### src/rtl/sos_pkg.sv
// sos_pkg: sample format and pacer state shared by the SOS filter input path.
package sos_pkg;
  localparam int SOS_NDINT = 3;
  localparam int SOS_NDFRAC = 22;
  typedef logic signed [SOS_NDINT-1:-SOS_NDFRAC] sos_sample_t;
  typedef enum logic {PACE_IDLE, PACE_GAP} pace_state_t;
endpackage

### src/rtl/sos_sample_fifo.sv
// sos_sample_fifo: synchronous FIFO; flush and reset both clear it and win over push/pop.
module sos_sample_fifo import sos_pkg::*; #(
  parameter int W = SOS_NDINT + SOS_NDFRAC,
  parameter int DEPTH = 8,
  localparam int AW = $clog2(DEPTH),
  localparam int LW = AW + 1
) (
  input  logic          clk,
  input  logic          rst_n,
  input  logic          i_flush,
  input  logic          i_push,
  input  logic          i_pop,
  input  logic [W-1:0]  i_data,
  output logic [W-1:0]  o_head,
  output logic [LW-1:0] o_level
);
  logic [W-1:0] r_mem [DEPTH];
  logic [AW-1:0] r_wr, r_rd;
  logic [LW-1:0] r_level;
  always_ff @(posedge clk) begin
    if (!rst_n || i_flush) begin
      r_wr <= '0;
      r_rd <= '0;
      r_level <= '0;
    end else begin
      if (i_push) r_wr <= r_wr + AW'(1);
      if (i_pop) r_rd <= r_rd + AW'(1);
      r_level <= r_level + LW'(i_push) - LW'(i_pop);
    end
  end
  always_ff @(posedge clk) begin
    if (rst_n && !i_flush && i_push) r_mem[r_wr] <= i_data;
  end
  assign o_head = r_mem[r_rd];
  assign o_level = r_level;
endmodule

### src/rtl/sos_sample_feeder.sv
// sos_sample_feeder: buffers upstream samples and paces them out as one-clock
// dv_out strobes at least MIN_GAP clocks apart for the SOS filter input.
module sos_sample_feeder import sos_pkg::*; #(
  parameter int Ndint = SOS_NDINT,
  parameter int Ndfrac = SOS_NDFRAC,
  parameter int DEPTH = 8,
  parameter int MIN_GAP = 5
) (
  input  logic                     clk,
  input  logic                     rst_n,
  input  logic                     flush,
  input  logic                     run,
  input  logic                     s_valid,
  input  logic [Ndint+Ndfrac-1:0]  s_data,
  output logic                     s_ready,
  output logic                     dv_out,
  output logic [Ndint+Ndfrac-1:0]  d_out,
  output logic [$clog2(DEPTH):0]   fifo_level,
  output logic                     underrun
);
  localparam int W = Ndint + Ndfrac;
  localparam int LW = $clog2(DEPTH) + 1;
  localparam int GW = $clog2(MIN_GAP + 1);
  pace_state_t r_state;
  logic [GW-1:0] r_gap;
  logic r_armed, r_s_ready, r_dv, r_underrun;
  logic [W-1:0] r_d;
  logic w_push, w_pop;
  logic [W-1:0] w_head;
  logic [LW-1:0] w_level, w_level_next;
  assign w_push = s_valid && r_s_ready && !flush;
  // pop decision looks only at the registered level, so a push into an empty FIFO waits a clock
  assign w_pop = (r_state == PACE_IDLE) && run && (w_level != '0) && !flush;
  assign w_level_next = w_level + LW'(w_push) - LW'(w_pop);
  sos_sample_fifo #(.W(W), .DEPTH(DEPTH)) u_fifo (
    .clk(clk),
    .rst_n(rst_n),
    .i_flush(flush),
    .i_push(w_push),
    .i_pop(w_pop),
    .i_data(s_data),
    .o_head(w_head),
    .o_level(w_level)
  );
  always_ff @(posedge clk) begin
    if (!rst_n || flush) begin
      r_state <= PACE_IDLE;
      r_gap <= '0;
      r_armed <= 1'b0;
      r_s_ready <= 1'b0;
      r_dv <= 1'b0;
      r_underrun <= 1'b0;
    end else begin
      r_s_ready <= w_level_next < LW'(DEPTH);
      r_dv <= w_pop;
      if (w_pop) r_armed <= 1'b1;
      if (r_armed && r_state == PACE_IDLE && run && w_level == '0) r_underrun <= 1'b1;
      if (r_state == PACE_IDLE) begin
        if (w_pop && MIN_GAP > 1) begin
          r_state <= PACE_GAP;
          r_gap <= GW'(MIN_GAP - 1);
        end
      end else begin
        r_gap <= r_gap - GW'(1);
        if (r_gap == GW'(1)) r_state <= PACE_IDLE;
      end
    end
  end
  // d_out survives flush so the filter input keeps its last sample
  always_ff @(posedge clk) begin
    if (!rst_n) r_d <= '0;
    else if (w_pop) r_d <= w_head;
  end
  assign s_ready = r_s_ready;
  assign dv_out = r_dv;
  assign d_out = r_d;
  assign fifo_level = w_level;
  assign underrun = r_underrun;
endmodule

### config.mk
export PLATFORM = sky130hd
export DESIGN_NAME = sos_sample_feeder
export DESIGN_NICKNAME = d
export VERILOG_FILES = /design/src/rtl/sos_pkg.sv /design/src/rtl/sos_sample_fifo.sv /design/src/rtl/sos_sample_feeder.sv
export SDC_FILE = /design/constraint.sdc
export NUM_CORES = 1
export LEC_CHECK = 0
export ABC_AREA = 1
export BUFFER_PORTS_ARGS = -buffer_cell sky130_fd_sc_hd__buf_2
export CAP_MARGIN = 5
export CORE_MARGIN = 2
export CORE_UTILIZATION = 23
export CTS_CLUSTER_DIAMETER = 60
export DETAILED_ROUTE_END_ITERATION = 6
export GPL_TIMING_DRIVEN = 0
export HOLD_SLACK_MARGIN = 0.06
export SETUP_SLACK_MARGIN = 0.05
export SYNTH_ARGS = -nofsm -noshare
export SYNTH_HDL_FRONTEND = slang
export SYNTH_SLANG_ARGS = --single-unit
### constraint.sdc
create_clock -name clk -period 4.21 [get_ports clk]
set_input_delay 1.0525 -clock clk [delete_from_list [all_inputs] [get_ports clk]]
set_output_delay 1.0525 -clock clk [all_outputs]
set_load 0.01 [all_outputs]
# Yosys cells after proc, flatten, opt, wreduce, memory -nomap -nowiden
# Memory sizes are Yosys's and may differ from the RTL's. A register that Yosys moved wholly into a read port is not among the register bits.
# Cells that the tools add are included.
[word_totals] memories=1 inputBits=30 ramBits=200 word_cells=42 output_inout_bits=32 reg_bits=18
[mem_list] name="u_fifo.r_mem" words=8 word_bits=25 read_ports=1 rd_clocked_by_memory_dff=1 write_ports=1 line_no="sos_sample_fifo.sv:17" source="logic [W-1:0] r_mem [DEPTH];"
[op_classes] bitwise=1 mux=7 n_eq_ne=1 reduce_logical=17 n_addsub=5 magnitude_cmp=1
[op_table] cell="$logic_and 1x1->1" count=10
[op_table] cell="$add 3x1->3 const B" count=2
[op_table] cell="$mux 3" count=2
[op_table] cell="$mux 1" count=5
[op_table] cell="$add 4x1->4" count=1
[op_table] cell="$logic_not 4->1" count=1
[op_table] cell="$lt 4x4->1 const B" count=1
[op_table] cell="$reduce_bool 4->1" count=1
[op_table] cell="$sub 4x1->4" count=1
[op_table] cell="$eq 3x1->1 const B" count=1
[op_table] cell="$logic_not 1->1" count=3
[op_table] cell="$sub 3x1->3 const B" count=1
[op_table] cell="$reduce_bool 2->1" count=1
[op_table] cell="$logic_or 1x1->1" count=1
[op_table] cell="$not 1->1" count=1

# Longest topological paths before layout
[depth] word_depth=6 depth_mapped=14 depth_no_buf=13

# Hierarchy
# Synthesis repeated with hierarchy kept, for this count alone.
[hier_totals] cells_unflattened=1114 hier_area_um2=10681.5
[by_module_without_submodules] mod="sos_sample_fifo" area_per_inst_um2=9318.9 cells_per_inst=946 seq_area_each_um2=6266.0 n_inst=1
[by_module_without_submodules] mod="sos_sample_feeder" area_per_inst_um2=1362.6 cells_per_inst=168 seq_area_each_um2=660.6 n_inst=1

# Worst setup path after synthesis
# Ideal clock, no wire load.
[synth_timing] path_kind="input port to flip-flop" start="input rst_n" end="memory u_fifo.r_mem[6][0] (netlist bit), enable pin" setup_time_ns=0.439 t_arrival_ns=3.209 stages=5 path_buffers=1 required_ns=3.771 slack_ns=0.562 path_cell_list="buf_4 -> nand2_4 -> nor2_1 -> nand2_1 -> nor3_1"
[synth_via] elab_chain_len=4
[synth_rtl] element="start, declared" line_no="sos_sample_feeder.sv:10" source="input logic rst_n,"
[synth_rtl] element="$logic_and 1x1->1 (2 in a row)" line_no="sos_sample_fifo.sv:32" source="if (rst_n && !i_flush && i_push) r_mem[r_wr] <= i_data;"
[synth_rtl] element="$mux 1" line_no="sos_sample_fifo.sv:32"
[synth_rtl] element="$mux 1 (not written as such)" line_no="sos_sample_fifo.sv:32"
[synth_rtl] element="end, declared" line_no="sos_sample_fifo.sv:17"
# Every way passes these cells.

# Final worst setup path
[layout_timing] start="input flush" end="memory u_fifo.r_mem[4][23] (netlist bit), enable pin"
[layout_via] elab_chain_len=5 elab_cells_between_ends=6 classes_between="mux (2); reduce/logical (4)"
[layout_rtl] element="start, declared" line_no="sos_sample_feeder.sv:11" source="input logic flush,"
[layout_rtl] element="$logic_not 1->1 (*)" line_no="sos_sample_fifo.sv:32, sos_sample_feeder.sv:31"
[layout_rtl] element="$logic_and 1x1->1 (on tied branches)" line_no="sos_sample_fifo.sv:32, sos_sample_feeder.sv:31"
[layout_rtl] element="$logic_and 1x1->1 (*)" line_no="sos_sample_fifo.sv:32"
[layout_rtl] element="$mux 1 (*)" line_no="sos_sample_fifo.sv:32"
[layout_rtl] element="$mux 1 (not written as such) (*)" line_no="sos_sample_fifo.sv:32"
# Mark *: on every way between the ends. The rest lies on a longest branch, timed or not.

==> results.py <==
metrics = {
    "clock_tree": {
        "post_cts.repair.setup_buffers": 0,
        "numCtsBuffers": 26,
        "clock_latency_ns": 0.53,
        "cts_resized": 0,
        "htreeDepth": 1,
        "cts_max_path_buffers": 3,
        "tritoncts": "done",
        "cts_hold_buf": 0,
        "cts_num_sinks": 243,
        "root_buffer": "clkbuf_16",
        "clk_pin_slew_worst_paths_ns": 0.06,
    },
    "drt": {
        "dr_wl_met2_mm": 11.89,
        "drc": 0,
        "wire_per_inst_microns": 14.63,
        "drt_first_pass_iters": 5,
        "vias_per_cell": 4.026,
        "wl_met1_mm": 11.83,
        "wl_met3_mm": 1.727,
        "routed_wl_mm": 26.11,
        "drt.antenna.violating_nets": 0,
        "initialDrtViolationCount": 738,
        "vias": 7186,
        "routed.top_layer": "met5",
    },
    "global_routing": {
        "track_usage_pct": 10.94,
        "antenna_found_initial": 4,
        "grt_pass1_wl_mm": 39.86,
        "overflow": 0,
        "first_global_vias": 6978,
        "grt_max_degree": 26,
    },
    "sta": {
        "tightest_slew_ns": 0.9786,
        "setup_tns_ns": 0,
        "max-slew-margin-rel_pct": 34.61,
        "finalHoldViolations": 0,
        "drv_slew": 0,
        "max_freq_ghz": 0.3933,
        "finalSetupViolations": 0,
        "hold_ws_ns": 0.4499,
        "period_needed_ns": 2.543,
        "finalCritPeriodShare_pct": 60.39,
        "grt_setup_unrepaired": "false",
        "fin_worst_skew_ns": 0.01725,
        "setup_ws_ns": 1.667,
    },
    "synth": {
        "async_flop_share_pct": 0,
        "synth-edff-count": 200,
        "yosysWarnings": 0,
        "netlist_area_sq_um": 10550,
        "ys_ff_latch": 243,
        "syn_inst": 1067,
        "synth_cell_types": 29,
        "ys.flop_type": "edfxtp_1",
        "avgSynthCellArea_sq_um": 9.891,
        "yosysSeqAreaShare_pct": 65.06,
        "syn-num-nets": 1107,
    },
    "die": {
        "core_area_sq_um": 45380,
        "pin_count": 62,
        "fp.dieH_microns": 218.2,
        "fp-row-count": 78,
        "start_util_pct": 23.26,
        "chipWidth_microns": 218.2,
        "dieArea_sq_um": 47620,
    },
    "setup_path": {
        "cp-start-kind": "input port",
        "critPathMaxStageDelay_ns": 0.77,
        "path_cells": "buf_2 > inv_2 > nand2_4 > nor2_1 > nand2_1 > nor3_2 > buf_6",
        "worstPathArrival_ns": 2.78,
        "crit_path_end_kind": "register",
        "timing.critical_path.buf_inv": 3,
        "reg2reg_depth": 13,
        "worstReg2RegEnd": "u_fifo.o_level[2]$_SDFF_PP0_",
        "worst-r2r-setup-slack_ns": 1.78,
        "r2r_start": "u_fifo.o_level[2]$_SDFF_PP0_",
        "worstSetupPathType": "in2reg",
        "worst-path-stages": 7,
        "worstPathRequired_ns": 4.45,
        "worstPathMaxFanout": 10,
        "crit_slowest_cell": "nor3_2",
        "crit_family": "simple AND/OR/NAND/NOR gates",
    },
    "cells_and_area": {
        "multi_input_area_sq_um": 2510,
        "n_fill_cell": 4638,
        "drive_above_1_share_pct": 15.86,
        "layout.nets": 1205,
        "n_antenna_cell": 0,
        "final-seq-area_sq_um": 6867,
        "fin_util_pct": 28.13,
        "synthToLayoutAreaGrowth_pct": 20.96,
    },
    "power_and_ir_drop": {
        "finalPower_mw": 5.345,
        "vdd_drop_max_mv": 0.2085,
        "cellLeakagePower_nw": 5.553,
        "power_density_nw_per_um2": 418.7,
    },
    "flow_run": {
        "max_cap_violations": 0,
    },
    "min_path": {
        "hold_start": "underrun$_SDFFE_PP0P_",
        "hold_end": "underrun$_SDFFE_PP0P_",
        "holdPathStages": 2,
        "min_path_type": "reg2reg",
    },
    "placed_design": {
        "place_hpwl_mm": 17.52,
        "io_buffers": 60,
        "dpl_worst_slack_ns": 1.118,
        "place.gp.congestion": 0.7297,
    },
    "status": {
        "status": "finished, final reports clean",
    },
}
[placed cells by master, fill, tap and decap left out, types with 4 or more instances in the layout]
cell type / count
a21oi_1: 18
a21oi_2: 18
buf_2: 81
buf_4: 12
buf_6: 14
bufinv_16: 8
clkbuf_1: 15
clkbuf_16: 27
dfxtp_1: 43
edfxtp_1: 200
ha_1: 9
inv_1: 245
inv_2: 5
nand2_1: 293
nand3_1: 152
nor2_1: 6
nor2_4: 5
nor3_2: 4
o21ai_0: 6
[final cells by class]
class / instances / share of cell area [%]
inverter: 251 / 7.380
timing repair buffer: 70 / 3.264
clock inverter: 14 / 2.215
tap: 600 / 5.881
clock buffer: 34 / 5.577
buffer: 47 / 2.235
multi-input combinational: 526 / 19.66
sequential: 243 / 53.79
[how the worst max path moves through the flow]
stage / from / end / slack, ns
finish: flush / u_fifo.r_mem[4][23]$_DFFE_PP_ / 1.67
global route: flush / u_fifo.r_mem[4][23]$_DFFE_PP_ / 1.54
detailed placement: flush / u_fifo.r_mem[4][23]$_DFFE_PP_ / 1.12
CTS: flush / u_fifo.r_mem[4][23]$_DFFE_PP_ / 1.66
global placement: flush / u_fifo.r_mem[7][22]$_DFFE_PP_ / -1.63
floorplan: rst_n / u_fifo.r_mem[6][0]$_DFFE_PP_ / 0.56
[logic make-up (layout without fill, tap and decap cells)]
kind of cell / Yosys count / after routing / synth area share [%]
AND/OR/NAND/NOR: 470 / 470 / 19.13
flip-flops: 243 / 243 / 65.06
adder cells (fa/ha/maj): 10 / 10 / 1.257
AO/OA/AOI/OAI: 44 / 44 / 2.750
buffers and inverters: 298 / 416 / 11.63
XOR/XNOR: 2 / 2 / 0.1660
[per-stage QoR]
step	instances	instance area (sq um)
after floorplan	1067	10550
after global placement	1727	11600
after detailed placement	1737	11770
after CTS	1785	12770
after global routing	1785	12770
final	1785	12770
[worst min-delay path: stages, from the launching register on]
cell	delay, ns
dfxtp_1	0.31
inv_1	0.05
a21oi_1	0.05
[layer usage]
metal | track usage (%) | vias to the layer above
met5 | 0 | -
met4 | 3.719 | 8
met3 | 2.143 | 53
met2 | 17.71 | 221
met1 | 14.60 | 3358
li1 | - | 3546
[power breakdown]
part / internal, mW / switching [mW] / total, mW
Combinational: 0.0366 / 0.0865 / 0.123
Sequential: 2.61 / 0.00500 / 2.61
Clock: 1.68 / 0.926 / 2.61
[cell usage after synthesis, types with 6 or more instances]
library cell | count | area share, %
a21oi_1 | 18 | 0.85
a21oi_2 | 18 | 1.5
buf_2 | 21 | 1.0
buf_4 | 12 | 0.85
clkbuf_1 | 9 | 0.32
dfxtp_1 | 43 | 8.2
edfxtp_1 | 200 | 57
ha_1 | 9 | 1.1
inv_1 | 245 | 8.7
nand2_1 | 293 | 10
nand3_1 | 152 | 7.2
nor2_1 | 10 | 0.36
o21ai_0 | 6 | 0.28
[sequential cells by signal (all words and copies together) (netlist names)]
name            flops
u_fifo.r_mem      200
d_out              25
u_fifo.o_level      4
r_gap               3
u_fifo.r_rd         3
u_fifo.r_wr         3
dv_out              1
r_armed             1
r_state             1
s_ready             1
underrun            1
Power figures use the tool's default switching activity.
